[src/rtl/urvsoc_stim.sv]
// rtl/urvsoc_stim.sv - stimulus generator for urvsoc benches: reset stretch, UART byte stream, IRQ pulses
//
// Ports:
//   CLK100MHZ      system clock
//   resetn         asynchronous active-low reset
//   rst_out_n      stretched active-low reset towards the SoC
//   tx_data_i      byte to queue for serial transmission
//   tx_valid_i     push request; a push happens on tx_valid_i && tx_ready_o
//   tx_ready_o     FIFO has room and the SoC is out of reset
//   uart_rxd_o     serial line into the SoC receiver, idle high
//   fifo_level_o   number of bytes currently queued
//   busy_o         a frame is on the line or bytes are still queued
//   irq_req_i      per-channel pulse trigger
//   irq_len_i      pulse length in clocks (0 is treated as 1)
//   irq_o          interrupt lines towards the SoC
//
// Build option: define URVSOC_STIM_PARITY_EN to append an even-parity bit (8E1 framing);
// without it the line carries 8N1 frames.

module urvsoc_stim #(
    parameter int G_CLK_DIV      = 868,
    parameter int G_FIFO_DEPTH   = 16,
    parameter int G_IRQ_CHANNELS = 8,
    parameter int G_RST_CYCLES   = 16
) (
    input  logic                          CLK100MHZ,
    input  logic                          resetn,
    output logic                          rst_out_n,
    input  logic [7:0]                    tx_data_i,
    input  logic                          tx_valid_i,
    output logic                          tx_ready_o,
    output logic                          uart_rxd_o,
    output logic [$clog2(G_FIFO_DEPTH):0] fifo_level_o,
    output logic                          busy_o,
    input  logic [G_IRQ_CHANNELS-1:0]     irq_req_i,
    input  logic [7:0]                    irq_len_i,
    output logic [G_IRQ_CHANNELS-1:0]     irq_o
);

    localparam int AW = $clog2(G_FIFO_DEPTH);
    localparam int LW = AW + 1;
    localparam int DW = (G_CLK_DIV > 2) ? $clog2(G_CLK_DIV) : 1;
    localparam int RW = $clog2(G_RST_CYCLES + 1);

    typedef enum logic [2:0] {
        S_IDLE,
        S_START,
        S_DATA,
        S_PARITY,
        S_STOP
    } state_t;

    // ------------------------------------------------------------------
    // Reset stretch
    // ------------------------------------------------------------------
    logic [RW-1:0] rst_cnt_q;
    logic          rst_out_q;

    always_ff @(posedge CLK100MHZ or negedge resetn) begin
        if (!resetn) begin
            rst_cnt_q <= '0;
            rst_out_q <= 1'b0;
        end else if (!rst_out_q) begin
            // Release happens on the G_RST_CYCLES-th edge after resetn rises.
            if (rst_cnt_q == RW'(G_RST_CYCLES - 1)) begin
                rst_out_q <= 1'b1;
            end else begin
                rst_cnt_q <= rst_cnt_q + RW'(1);
            end
        end
    end

    assign rst_out_n = rst_out_q;

    // ------------------------------------------------------------------
    // TX byte FIFO
    // ------------------------------------------------------------------
    logic [7:0]    fifo_mem [G_FIFO_DEPTH];
    logic [AW-1:0] wr_ptr_q;
    logic [AW-1:0] rd_ptr_q;
    logic [LW-1:0] level_q;
    logic          push;
    logic          pop;
    logic [7:0]    head_byte;
    state_t        state_q;

    assign tx_ready_o = (level_q < LW'(G_FIFO_DEPTH)) && rst_out_q;
    assign push       = tx_valid_i && tx_ready_o;
    // The UART pulls the next byte only from IDLE, so a pop never races an active frame.
    assign pop        = (state_q == S_IDLE) && (level_q != '0) && rst_out_q;
    assign head_byte  = fifo_mem[rd_ptr_q];

    always_ff @(posedge CLK100MHZ) begin
        if (push) begin
            fifo_mem[wr_ptr_q] <= tx_data_i;
        end
    end

    always_ff @(posedge CLK100MHZ or negedge resetn) begin
        if (!resetn) begin
            wr_ptr_q <= '0;
            rd_ptr_q <= '0;
            level_q  <= '0;
        end else begin
            // Power-of-two depth lets the pointers wrap by plain overflow.
            if (push) begin
                wr_ptr_q <= wr_ptr_q + AW'(1);
            end
            if (pop) begin
                rd_ptr_q <= rd_ptr_q + AW'(1);
            end
            case ({push, pop})
                2'b10:   level_q <= level_q + LW'(1);
                2'b01:   level_q <= level_q - LW'(1);
                default: level_q <= level_q;
            endcase
        end
    end

    assign fifo_level_o = level_q;

    // ------------------------------------------------------------------
    // UART transmitter
    // ------------------------------------------------------------------
    logic [DW-1:0] div_q;
    logic [2:0]    bit_q;
    logic [7:0]    shift_q;
    logic          line_q;
    logic          div_end;

    assign div_end = (div_q == DW'(G_CLK_DIV - 1));

`ifdef URVSOC_STIM_PARITY_EN
    logic par_q;
`endif

    always_ff @(posedge CLK100MHZ or negedge resetn) begin
        if (!resetn) begin
            state_q <= S_IDLE;
            div_q   <= '0;
            bit_q   <= '0;
            shift_q <= '0;
            line_q  <= 1'b1;
`ifdef URVSOC_STIM_PARITY_EN
            par_q   <= 1'b0;
`endif
        end else begin
            case (state_q)
                S_IDLE: begin
                    line_q <= 1'b1;
                    div_q  <= '0;
                    if (pop) begin
                        shift_q <= head_byte;
                        line_q  <= 1'b0;
                        state_q <= S_START;
`ifdef URVSOC_STIM_PARITY_EN
                        par_q   <= ^head_byte;
`endif
                    end
                end
                S_START: begin
                    if (div_end) begin
                        div_q   <= '0;
                        bit_q   <= '0;
                        line_q  <= shift_q[0];
                        state_q <= S_DATA;
                    end else begin
                        div_q <= div_q + DW'(1);
                    end
                end
                S_DATA: begin
                    if (div_end) begin
                        div_q <= '0;
                        if (bit_q == 3'd7) begin
`ifdef URVSOC_STIM_PARITY_EN
                            line_q  <= par_q;
                            state_q <= S_PARITY;
`else
                            line_q  <= 1'b1;
                            state_q <= S_STOP;
`endif
                        end else begin
                            // shift_q[1] is the next bit once the register shifts right.
                            bit_q   <= bit_q + 3'd1;
                            line_q  <= shift_q[1];
                            shift_q <= {1'b0, shift_q[7:1]};
                        end
                    end else begin
                        div_q <= div_q + DW'(1);
                    end
                end
                S_PARITY: begin
                    if (div_end) begin
                        div_q   <= '0;
                        line_q  <= 1'b1;
                        state_q <= S_STOP;
                    end else begin
                        div_q <= div_q + DW'(1);
                    end
                end
                S_STOP: begin
                    if (div_end) begin
                        div_q   <= '0;
                        state_q <= S_IDLE;
                    end else begin
                        div_q <= div_q + DW'(1);
                    end
                end
                default: begin
                    state_q <= S_IDLE;
                    line_q  <= 1'b1;
                end
            endcase
        end
    end

    assign uart_rxd_o = line_q;
    assign busy_o     = (state_q != S_IDLE) || (level_q != '0);

    // ------------------------------------------------------------------
    // IRQ pulse channels
    // ------------------------------------------------------------------
    logic [7:0]                irq_cnt_q [G_IRQ_CHANNELS];
    logic [7:0]                irq_cnt_d [G_IRQ_CHANNELS];
    logic [G_IRQ_CHANNELS-1:0] irq_q;
    logic [7:0]                len_eff;

    assign len_eff = (irq_len_i == 8'd0) ? 8'd1 : irq_len_i;

    always_comb begin
        for (int k = 0; k < G_IRQ_CHANNELS; k++) begin
            irq_cnt_d[k] = irq_cnt_q[k];
            if (rst_out_q && irq_req_i[k]) begin
                irq_cnt_d[k] = len_eff;
            end else if (irq_cnt_q[k] != 8'd0) begin
                irq_cnt_d[k] = irq_cnt_q[k] - 8'd1;
            end
        end
    end

    // irq_q mirrors (counter != 0) but is taken from the next-state value so the
    // line is a flop output with no extra cycle of delay.
    always_ff @(posedge CLK100MHZ or negedge resetn) begin
        if (!resetn) begin
            for (int k = 0; k < G_IRQ_CHANNELS; k++) begin
                irq_cnt_q[k] <= 8'd0;
            end
            irq_q <= '0;
        end else begin
            for (int k = 0; k < G_IRQ_CHANNELS; k++) begin
                irq_cnt_q[k] <= irq_cnt_d[k];
                irq_q[k]     <= (irq_cnt_d[k] != 8'd0);
            end
        end
    end

    assign irq_o = irq_q;

endmodule

[config.mk]
export PLATFORM = sky130hd
export DESIGN_NAME = urvsoc_stim
export DESIGN_NICKNAME = d
export VERILOG_FILES = /design/src/rtl/urvsoc_stim.sv
export SDC_FILE = /design/constraint.sdc
export NUM_CORES = 1
export LEC_CHECK = 0
export CORE_ASPECT_RATIO = 0.7
export CORE_UTILIZATION = 55
export DETAILED_ROUTE_END_ITERATION = 7
export MAX_ROUTING_LAYER = met4
export PLACE_DENSITY_LB_ADDON = 0.15
export SYNTH_ARGS = -nofsm -noshare
export SYNTH_HDL_FRONTEND = slang
export SYNTH_SLANG_ARGS = --single-unit
[constraint.sdc]
create_clock -name CLK100MHZ -period 2.6 [get_ports CLK100MHZ]
set_input_delay 0.26 -clock CLK100MHZ [delete_from_list [all_inputs] [get_ports CLK100MHZ]]
set_output_delay 0.26 -clock CLK100MHZ [all_outputs]
set_load 0.1 [all_outputs]
### Yosys cells after proc, flatten, opt, wreduce, memory -nomap -nowiden

Memory sizes are Yosys's and may differ from the RTL's.
Index checks and enable logic that the tools add are counted.

| cells by class | value |
|---|---|
| reduce and logical (&&, ||, !) cells | 43 |
| magnitude comparators | 1 |
| mux-type cells | 44 |
| add/subtract/negate cells | 15 |
| bitwise operators | 3 |
| eq/ne operators | 16 |

Operators by type and width:

| cell | number |
|---|---|
| $mux W8 | 20 |
| $reduce_bool A8 Y1 | 16 |
| $sub A8 B1 Y8 const B | 8 |
| $mux W3 | 8 |
| $pmux W10 S2 | 1 |
| $pmux W8 S2 | 1 |
| $pmux W3 S5 | 1 |
| $ne A2 B2 Y1 const B | 7 |
| $logic_and A1 B1 Y1 | 12 |
| $reduce_and A4 Y1 | 3 |
| $add A10 B1 Y10 const B | 1 |
| $add A5 B1 Y5 const B | 2 |
| $eq A10 B10 Y1 const B | 1 |
| $mux W10 | 1 |
| $pmux W5 S2 | 1 |
| $mux W1 | 9 |
| $add A4 B1 Y4 const B | 2 |
| $logic_not A8 Y1 | 1 |
| $reduce_bool A2 Y1 | 4 |
| $eq A3 B2 Y1 const B | 2 |
| $eq A3 B3 Y1 const B | 2 |
| $pmux W3 S2 | 1 |
| $reduce_and A6 Y1 | 1 |
| $eq A5 B4 Y1 const B | 1 |
| 14 further kinds | 16 |

| word-level totals | value |
|---|---|
| word-level logic and storage cells | 142 |
| memories | 1 |
| output and inout port bits | 17 |
| memory bits (writable) | 128 |
| bits in registers | 116 |
| bits of input ports | 27 |

Memory list:

| name | depth | bits a word | rd ports | clocked after memory_dff | wr ports | RTL line | source |
|---|---|---|---|---|---|---|---|
| fifo_mem | 16 | 8 | 1 | 0 | 1 | 78 | `logic [7:0] fifo_mem [G_FIFO_DEPTH];` |

### Depth between registers and ports, before layout

Gate-level depths: netlist of run 1.

| depth | value |
|---|---|
| depth in word-level cells | 5 |
| mapped depth | 13 |
| mapped depth without buffers | 11 |

### Worst setup path before layout of run 1

Ideal clock, no wire load.

| path | value |
|---|---|
| path type | flip-flop to flip-flop |
| start | register rst_out_q (netlist: rst_out_n) |
| end | register level_q[4] (netlist: fifo_level_o[4]) |
| cell stages (with the launch flop) | 13 |
| data required time | 2.437 ns |
| buffers on the path | 2 |
| arrival | 4.448 ns |
| library setup time | 0.163 ns |
| clock period less this slack | 4.611 ns |
| setup slack | -2.011 ns |
| cells stage by stage | dfrtp_1 clkbuf_1 nor2b_1 and2_1 clkbuf_1 inv_1 ha_1 ha_1 nor2b_1 o21ai_0 a21oi_1 nor3_1 xor2_1 |

| between the ends | value |
|---|---|
| cells in the longest elaborated chain, start to end | 4 |
| elaborated cells on any way between the ends | 7 |
| those cells by class | eq/ne (2); mux (1); reduce/logical (4) |

Ends and longest elaborated chain:

| what | RTL line | source |
|---|---|---|
| start: declaration | 57 | `logic rst_out_q;` |
| start signal: assignment | 62 | `rst_out_q <= 1'b0;` |
| start signal: assignment | 66 | `rst_out_q <= 1'b1;` |
| $logic_and A1 B1 Y1 * | 87 | `assign tx_ready_o = (level_q < LW'(G_FIFO_DEPTH)) && rst_out_q;` |
| net tx_ready_o | 31 | `output logic tx_ready_o,` |
| $logic_and A1 B1 Y1 * | 88 | `assign push = tx_valid_i && tx_ready_o;` |
| $eq A2 B1 Y1 / $eq A2 B2 Y1 (equally long branches) | 112 | `case ({push, pop})` |
| $pmux W5 S2 / $reduce_bool A2 Y1 (equally long branches) | n/a |  |
| end signal: assignment | 113 | `2'b10: level_q <= level_q + LW'(1);` |
| end signal: assignment | 114 | `2'b01: level_q <= level_q - LW'(1);` |
| end signal: assignment | 115 | `default: level_q <= level_q;` |
| end: declaration | 81 | `logic [LW-1:0] level_q;` |

Mark *: on every way through the listed nets, which the timed path passes. The rest lies on a longest branch.
A chain may end at the register's enable or synchronous reset.

==> qor_table.md, run 1 <==
| Parameter | Value |
|---|---|
| TritonCTS clock tree | built |
| Critical setup path kind | flip-flop to flip-flop |
| Slowest-stage cell, CP | or3b_2 |
| Register-to-register setup slack | 0.08 ns |
| Clock sink total | 244 |
| Worst clock skew | 0.01786 ns |
| TritonCTS Buffers | 24 |
| Number of max-slew violations in the final report | 0 |
| Detailed Route Iter0 Violations | 705 |
| Uppermost layer routed | met4 |
| Initial antenna violation count | 0 |
| Routed length on met2 | 10.69 mm |
| Cell count after synthesis | 955 |
| Vias | 7,919 |
| Sum Neg Setup Slack | 0 ns |
| CP Data Required Time | 3.00 ns |
| Post-route met1 wirelength | 12.94 mm |
| Net Count, Synth | 1,013 |
| First-pass GRT wire length | 40.74 mm |
| Row count | 44 |
| Setup violations, final | 0 |
| Worst vdd ir | 0.4784 mV |
| Origin of the critical flop-to-flop path | irq_cnt_q[41]$_DFF_PN0_ |
| I/O pin cnt | 44 |
| Routability-driven placement congestion ratio | 0.9002 |
| Number of global-route vias before repair | 7,308 |
| Maximum buffer depth of the clock tree | 3 |
| Clock edge transition at the registers on the reported setup and hold paths | 0.06 ns |
| Max-cap viol count | 0 |
| Die height | 123.8 um |
| Post-DRT Antenna Nets | 0 |
| Number of cells traversed by the worst register-to-register path | 7 |
| Number of endpoints with negative hold slack in the final report | 0 |
| Transition time at the pin with the least slew margin | 0.7579 ns |
| Endpoint type of the worst setup path | flip-flop |
| Net load switching power | 3980 uW |
| Total power after layout | 12,010 uW |
| Post-route setup slack | 0.07799 ns |
| PortBufs | 43 |
| Antenna diodes | 0 |
| Arrival time reported for the critical path endpoint | 2.92 ns |
| GR Util All Layers | 25.11% |
| Library cells used by synthesis | 69 |
| Highest fanout seen on the critical path | 4 |
| Total overflow reported by the global router | 0 |
| Portion of total power attributed to sequential cells | 41.8% |
| Peak Freq | 396.5 MHz |
| Worst Setup Start Kind | flip-flop |
| Dominant register cell in the synthesized netlist | edfxtp_1 |
| Leakage power | 0.005028 uW |
| Average wire per cell in the routed design | 19.66 um |
| Mapped Area | 0.01166 mm2 |
| Proportion of power drawn by the clock network | 28.3% |
| Number of search-and-repair iterations in the first detailed-routing pass | 5 |
| Synthesis-to-finish area growth | 15.61% |
| Net count reported at finish | 1,090 |
| Final cell utilization of the core | 64.97% |
| Die Area | 0.02180 mm2 |
| Remaining routing DRC violations | 0 |
| Relative contribution of combinational cells to total power | 29.8% |
| Run status | finished, final reports clean |
| Setup Slack @ Placement | 0.01701 ns |
| EDFF count, synth | 128 |
| Shortest period the worst path allows | 2.522 ns |
| Syn Area/Cell | 12.21 um2 |
| Clock latency on the worst-skew pair | 0.54 ns |
| Pin count of the biggest net entering global routing | 58 |
| Final cycle utilization of the critical path | 97.00% |
| Area of all placed cells without fillers | 0.01349 mm2 |
| Clock H-tree levels | 1 |
| Count of filler cells inserted in the layout | 1,553 |
| PD cells | 890.4 mW/mm2 |
| Tightest slew margin relative to the limit | 49.47% |
| P_int | 8027 uW |
| Clock root cell | clkbuf_16 |
| Destination of the worst register-to-register timing path | irq_o[2]$_DFF_PN0_ |
| Final routed wirelength across all metal layers | 26.05 mm |
| Most common cell type on the critical path | or4_1 |
| Switching power as a share of total power | 33.14% |
| Half-perimeter wire length after detailed placement | 17.90 mm |
| RSZ-0062 raised after global routing | yes |
| Ratio of cells with drive above 1 in the final layout | 17.92% |
| Wire length on met3 | 1.989 mm |
| Placed inst area | 0.01266 mm2 |
| Synth Register Bits | 244 |
| Initial standard-cell utilization of the core | 56.20% |
| Slowest stage delay, CP | 0.50 ns |
| Chain of cells forming the critical path | inv_1, ha_1, or3b_2, o21ai_2, o21ai_1, or4_1, or4_1 |
| Share of flip-flops with an asynchronous set or reset | 47.54% |
| Share of the yosys chip area belonging to registers | 57.85% |
| X dimension of the die | 176.1 um |
| Worst hold path type | primary input to asynchronous set/reset pin |
| Mean number of vias per cell | 5.977 |
| Core area | 0.02075 mm2 |
| Yosys warns | 0 |
-- power by group through the flow --
stage / logic (uW) / clock network [uW] / registers [uW]
finish: 3580 / 3400 / 5020
global route: 3880 / 3610 / 5090
CTS: 3570 / 3460 / 5010
detailed placement: 3550 / 0 / 5080
global placement: 3490 / 0 / 5070
floorplan: 2250 / 0 / 5310
-- kinds of logic after synthesis --
group / after synthesis / synth area share, %
and+or+nand+nor: 322 / 14.48
DFF: 244 / 57.85
AOI/OAI and AO/OA: 181 / 10.42
buffers and inverters: 80 / 2.617
xor gates and xnor gates: 51 / 3.829
muxes: 45 / 7.337
adders and majority gates: 32 / 3.475
-- area by class of cell --
type | instances | area (um2) | share of cell area, %
Sequential cell | 244 | 6758 | 50.11
Multi-Input combinational cell | 631 | 4674 | 34.66
Timing Repair Buffer | 95 | 790.8 | 5.864
Clock buffer | 30 | 633.1 | 4.695
Tap cell | 276 | 345.3 | 2.561
Clock inverter | 13 | 146.4 | 1.086
Inverter | 36 | 137.6 | 1.021
-- cells in the mapped netlist, drive strengths merged (3+ instances only) --
cell type,instances,share of area (%)
a211o,3,0.23
mux2i,9,0.77
nor2,69,2.2
mux2,4,0.39
nand3,10,0.43
mux4,32,6.2
xor2,12,0.90
or4,21,1.4
or3b,6,0.45
nor3,40,1.9
a21o,11,0.71
a311oi,4,0.30
buf,7,0.27
a22oi,3,0.24
or2,3,0.16
ha,30,3.2
o31ai,23,1.5
a31oi,14,0.75
nor4,11,0.59
clkbuf,37,1.2
or3,10,0.54
nand2b,6,0.32
o22ai,16,0.86
nand2,82,2.6
nor2b,3,0.16
xnor2,39,2.9
o21a,4,0.26
o21ai,41,1.9
and2,25,1.3
inv,36,1.2
a211oi,6,0.39
a2111oi,3,0.23
and3,5,0.27
nand4b,4,0.30
edfxtp,128,33
a21oi,30,1.3
o41ai,3,0.23
o211ai,3,0.19
dfrtp,115,25
nand4,9,0.48
nor3b,12,0.77
-- placed cells by master (no fill, tap or decap), types with 10 or more instances in the layout --
cell             instances
ha_1                    27
a21o_1                  11
clkbuf_16               24
and2_1                  14
inv_1                   35
clkdlybuf4s50_1         25
nand3_1                 10
buf_4                   68
xor2_1                  12
a31oi_1                 14
nor3b_1                 12
dfrtp_1                109
nor4_1                  11
a21oi_1                 30
o31ai_1                 23
nand2_1                 82
mux4_2                  32
o21ai_0                 35
xnor2_1                 39
or4_1                   19
edfxtp_1               128
or3_1                   10
nor3_1                  36
o22ai_1                 16
nor2_1                  69
-- metal layers --
| metal | GRT usage, % | vias up |
|---|---|---|
| li1 | - | 3742 |
| met1 | 40.09 | 3835 |
| met2 | 33.02 | 297 |
| met3 | 4.457 | 45 |
| met4 | 5.326 | 0 |
| met5 | - | - |
-- worst max-delay path, delay by kind of cell (launching register included) --
kind                       cells  cell delay, ns
AOI/OAI and AO/OA              2            0.28
adders and majority gates      1            0.16
buffers and inverters          1            0.11
DFF                            1            0.41
and+or+nand+nor                3            1.45
-- sequential cells by signal, summed over array words and instances (netlist names) --
name and count:
wr_ptr_q 4, uart_rxd_o 1, irq_cnt_q 64, fifo_level_o 5, shift_q 8, fifo_mem 128, rst_out_n 1, state_q 3
rd_ptr_q 4, rst_cnt_q 5, bit_q 3, irq_o 8, div_q 10
-- how the worst max path moves through the flow --
stage | start | to | slack, ns | depth (start not counted)
finish | irq_cnt_q[41]$_DFF_PN0_ | irq_o[2]$_DFF_PN0_ | 0.08 | 7
global route | irq_cnt_q[41]$_DFF_PN0_ | irq_o[2]$_DFF_PN0_ | -0.02 | 7
CTS | irq_cnt_q[41]$_DFF_PN0_ | irq_o[2]$_DFF_PN0_ | 0.07 | 7
detailed placement | irq_cnt_q[24]$_DFF_PN0_ | irq_o[4]$_DFF_PN0_ | 0.02 | 7
global placement | irq_cnt_q[24]$_DFF_PN0_ | irq_o[4]$_DFF_PN0_ | 0.05 | 7
floorplan | rst_out_n$_DFF_PN0_ | fifo_level_o[4]$_DFFE_PN0P_ | -0.38 | 12
-- metrics by stage --
| step | instances | hold WS [ns] |
|---|---|---|
| after detailed placement | 1278 | 0.3646 |
| final | 1325 | 0.3308 |
| after floorplan | 955 | -0.03559 |
| after global routing | 1325 | 0.4118 |
| after global placement | 1278 | 0.3691 |
| after CTS | 1322 | 0.3658 |
-- timing repair --
item                                    in CTS  in global routing
pin swaps                                    0                  1
gates resized for setup                      1                  4
endpoints found under the hold margin       52                  0
endpoints found under the setup margin       1                  3
buffers inserted                             0                  3
hold buffers                                 1                  0
No activity file was read; power rests on OpenSTA's default activity.
==> run 2, diff against run 1 <==
--- a/config.mk
+++ b/config.mk
@@ -6,6 +6,7 @@
 export NUM_CORES = 1
 export LEC_CHECK = 0
 export CORE_ASPECT_RATIO = 0.7
+export CORE_MARGIN = 5
 export CORE_UTILIZATION = 55
 export DETAILED_ROUTE_END_ITERATION = 7
 export MAX_ROUTING_LAYER = met4
==> run 2 against run 1 <==
Die area is 11% higher. Count of clock-buffer cells in the layout grew 2. Hold slack got worse by 0.058 ns. Combinational power hardly changed. Critical path depth unchanged. Clock power hardly changed. Cell count is 0.15% lower. Worst setup slack improved by 0.017 ns. Via count decreased by 0.10%. Non-clock buffer count down 1. First-iteration DRC count rose by 10%. Critical endpoint unchanged.
==> qor_table.md, run 2 (same netlist as run 1, synthesis figures left out) <==
| Parameter | Value | vs previous |
|---|---|---|
| Run status | finished, final reports clean | unchanged |
| Flip-flop count of the largest register, all copies and words added | 128 | unchanged |
| Clock latency on the worst-skew pair | 0.52 ns | was 0.54 ns |
| CP Data Required Time | 2.98 ns | was 3.00 ns |
| TritonCTS Buffers | 24 | unchanged |
| Critical setup path kind | flip-flop to flip-flop | unchanged |
| PD cells | 890.1 mW/mm2 | was 890.4 mW/mm2 |
| Maximum buffer depth of the clock tree | 3 | unchanged |
| Final cycle utilization of the critical path | 96.35% | was 97.00% |
| Crit path buffers/inverters | 1 | unchanged |
| Net count reported at finish | 1,089 | was 1,090 |
| Number of search-and-repair iterations in the first detailed-routing pass | 5 | unchanged |
| Total overflow reported by the global router | 0 | unchanged |
| Transition time at the pin with the least slew margin | 0.6847 ns | was 0.7579 ns |
| Row count | 44 | unchanged |
| Number of global-route vias before repair | 7,646 | was 7,308 |
| I/O pin cnt | 44 | unchanged |
| Sum Neg Setup Slack | 0 ns | unchanged |
| Top register by number of flip-flops | fifo_mem | unchanged |
| Leading cell type in the layout, fill and taps excluded | edfxtp_1 | unchanged |
| RSZ-0062 raised after global routing | no | was yes |
| Relative contribution of combinational cells to total power | 29.7% | was 29.8% |
| Slowest-stage cell, CP | or4_1 | was or3b_2 |
| Final routed wirelength across all metal layers | 26.09 mm | was 26.05 mm |
| Leakage power | 0.005035 uW | was 0.005028 uW |
| Post-Place Cells | 1,276 | was 1,278 |
| Number of max-slew violations in the final report | 0 | unchanged |
| Final-layout worst hold slack | 0.2729 ns | was 0.3308 ns |
| Max-cap viol count | 0 | unchanged |
| Switching power as a share of total power | 32.85% | was 33.14% |
| Post-route setup slack | 0.09499 ns | was 0.07799 ns |
| Worst clock skew | 0.009332 ns | was 0.01786 ns |
| Number of endpoints with negative hold slack in the final report | 0 | unchanged |
| Post-DRT Antenna Nets | 0 | unchanged |
| Setup violations, final | 0 | unchanged |
| Chain of cells forming the critical path | inv_2, ha_1, or3b_4, o21ai_2, o21ai_0, or4_1, or4_1 | was inv_1, ha_1, or3b_2, o21ai_2, o21ai_1, or4_1, or4_1 |
| Clock sink total | 244 | unchanged |
| Worst Setup Start Kind | flip-flop | unchanged |
| Most frequent cells in the layout | edfxtp_1, dfrtp_1, nand2_1 | unchanged |
| Register-to-register setup slack | 0.09 ns | was 0.08 ns |
| X dimension of the die | 184.1 um | was 176.1 um |
| Pin count of the biggest net entering global routing | 42 | was 58 |
| Family with the most delay on the worst path | simple AND/OR/NAND/NOR gates | unchanged |
| Total power after layout | 12,030 uW | was 12,010 uW |
| Clock edge transition at the registers on the reported setup and hold paths | 0.06 ns | about the same |
| Vias | 7,911 | was 7,919 |
| Most common cell type on the critical path | or4_1 | unchanged |
| Portion of total power attributed to sequential cells | 42.2% | was 41.8% |
| Net load switching power | 3951 uW | was 3980 uW |
| Routability-driven placement congestion ratio | 0.9143 | was 0.9002 |
| Half-perimeter wire length after detailed placement | 17.91 mm | was 17.90 mm |
| P_int | 8075 uW | was 8027 uW |
| Mean number of vias per cell | 5.980 | was 5.977 |
| Slowest stage delay, CP | 0.52 ns | was 0.50 ns |
| Endpoint type of the worst setup path | flip-flop | unchanged |
| PortBufs | 43 | unchanged |
| Initial antenna violation count | 0 | unchanged |
| Detailed Route Iter0 Violations | 778 | was 705 |
| Tightest slew margin relative to the limit | 54.21% | was 49.47% |
| Initial standard-cell utilization of the core | 56.05% | was 56.20% |
| First-pass GRT wire length | 42.18 mm | was 40.74 mm |
| Synthesis-to-finish area growth | 15.82% | was 15.61% |
| Average wire per cell in the routed design | 19.72 um | was 19.66 um |
| GR Util All Layers | 22.47% | was 25.11% |
| Clock root cell | clkbuf_16 | unchanged |
| Worst vdd ir | 0.5657 mV | was 0.4784 mV |
| Largest regs | fifo_mem: 128 flops, irq_cnt_q: 64 flops, div_q: 10 flops | unchanged |
| Shortest period the worst path allows | 2.505 ns | was 2.522 ns |
| Ratio of cells with drive above 1 in the final layout | 17.67% | was 17.92% |
| Arrival time reported for the critical path endpoint | 2.89 ns | was 2.92 ns |
| TritonCTS clock tree | built | unchanged |
| Clock H-tree levels | 1 | unchanged |
| Proportion of power drawn by the clock network | 28.1% | was 28.3% |
| Antenna diodes | 0 | unchanged |
| Remaining routing DRC violations | 0 | unchanged |
| Die Area | 0.02427 mm2 | was 0.02180 mm2 |
| Highest fanout seen on the critical path | 4 | unchanged |
| Worst hold path type | primary input to asynchronous set/reset pin | unchanged |
| Number of standard cells in the layout, taps in and fillers out | 1,323 | was 1,325 |
| Core area | 0.02081 mm2 | was 0.02075 mm2 |
| Setup Slack @ Placement | -0.01811 ns | was 0.01701 ns |
| Peak Freq | 399.2 MHz | was 396.5 MHz |
| Die height | 131.8 um | was 123.8 um |
-- run 2: repair_timing --
action                                  4_1_cts  5_1_grt
resized for setup                             1        6
hold buffers                                  1        0
buffers inserted                              1        3
pin swaps                                     1        2
endpoints found under the setup margin        1        4
hold endpoints to repair                     37        0
cloned                                        0        0
-- run 2: worst register-to-register path: stages, from the launching register on --
cell and delay [ns]:
dfrtp_1 0.42, inv_2 0.09, ha_1 0.16, or3b_4 0.41, o21ai_2 0.17, o21ai_0 0.12, or4_1 0.53, or4_1 0.49
-- run 2: worst paths after layout --
| kind | startpoint | end | depth (start not counted) |
|---|---|---|---|
| max in group asynchronous | resetn | uart_rxd_o$_DFFE_PN1P_ | 3 |
| hold / removal | resetn | div_q[6]$_DFFE_PN0P_ | 2 |
| setup reg to reg | irq_cnt_q[41]$_DFF_PN0_ | irq_o[2]$_DFF_PN0_ | 7 |
| min in group CLK100MHZ | irq_req_i[2] | irq_cnt_q[45]$_DFF_PN0_ | 3 |
| setup / recovery | irq_cnt_q[41]$_DFF_PN0_ | irq_o[2]$_DFF_PN0_ | 7 |
| hold reg to reg | rst_cnt_q[3]$_DFFE_PN0P_ | rst_cnt_q[3]$_DFFE_PN0P_ | 1 |
-- run 2: power groups by stage --
stage | clock [uW] | sequential (uW) | combinational (uW)
2_1_floorplan | 0 | 5310 | 2250
3_3_place_gp | 0 | 5120 | 3470
3_5_place_dp | 0 | 5130 | 3520
4_1_cts | 3450 | 5070 | 3540
5_1_grt | 3620 | 5150 | 3890
6_report | 3380 | 5080 | 3570
-- run 2: per-stage QoR --
step / util (%) / cell area [um2]
finish: 64.92 / 13510
global route: 64.92 / 13510
detailed placement: 60.97 / 12690
global placement: 60.97 / 12690
floorplan: - / 11750
CTS: 64.74 / 13470
-- run 2: routing by layer --
layer  up-vias  global-route usage [%]  share of wire, %
li1       3745                       -                 -
met1      3832                   36.30                49
met2       294                   30.18                42
met3        40                   3.585               7.2
met4         0                   4.392               1.9
met5         -                       -                 0
-- run 2: area by class of cell --
class	count	area, um2
sequential	244	6758
multi-input combinational	631	4684
clock buffer	32	650.6
inverter	36	137.6
tap	276	345.3
fill	1600	7300
timing repair buffer	94	820.8
clock inverter	10	113.9
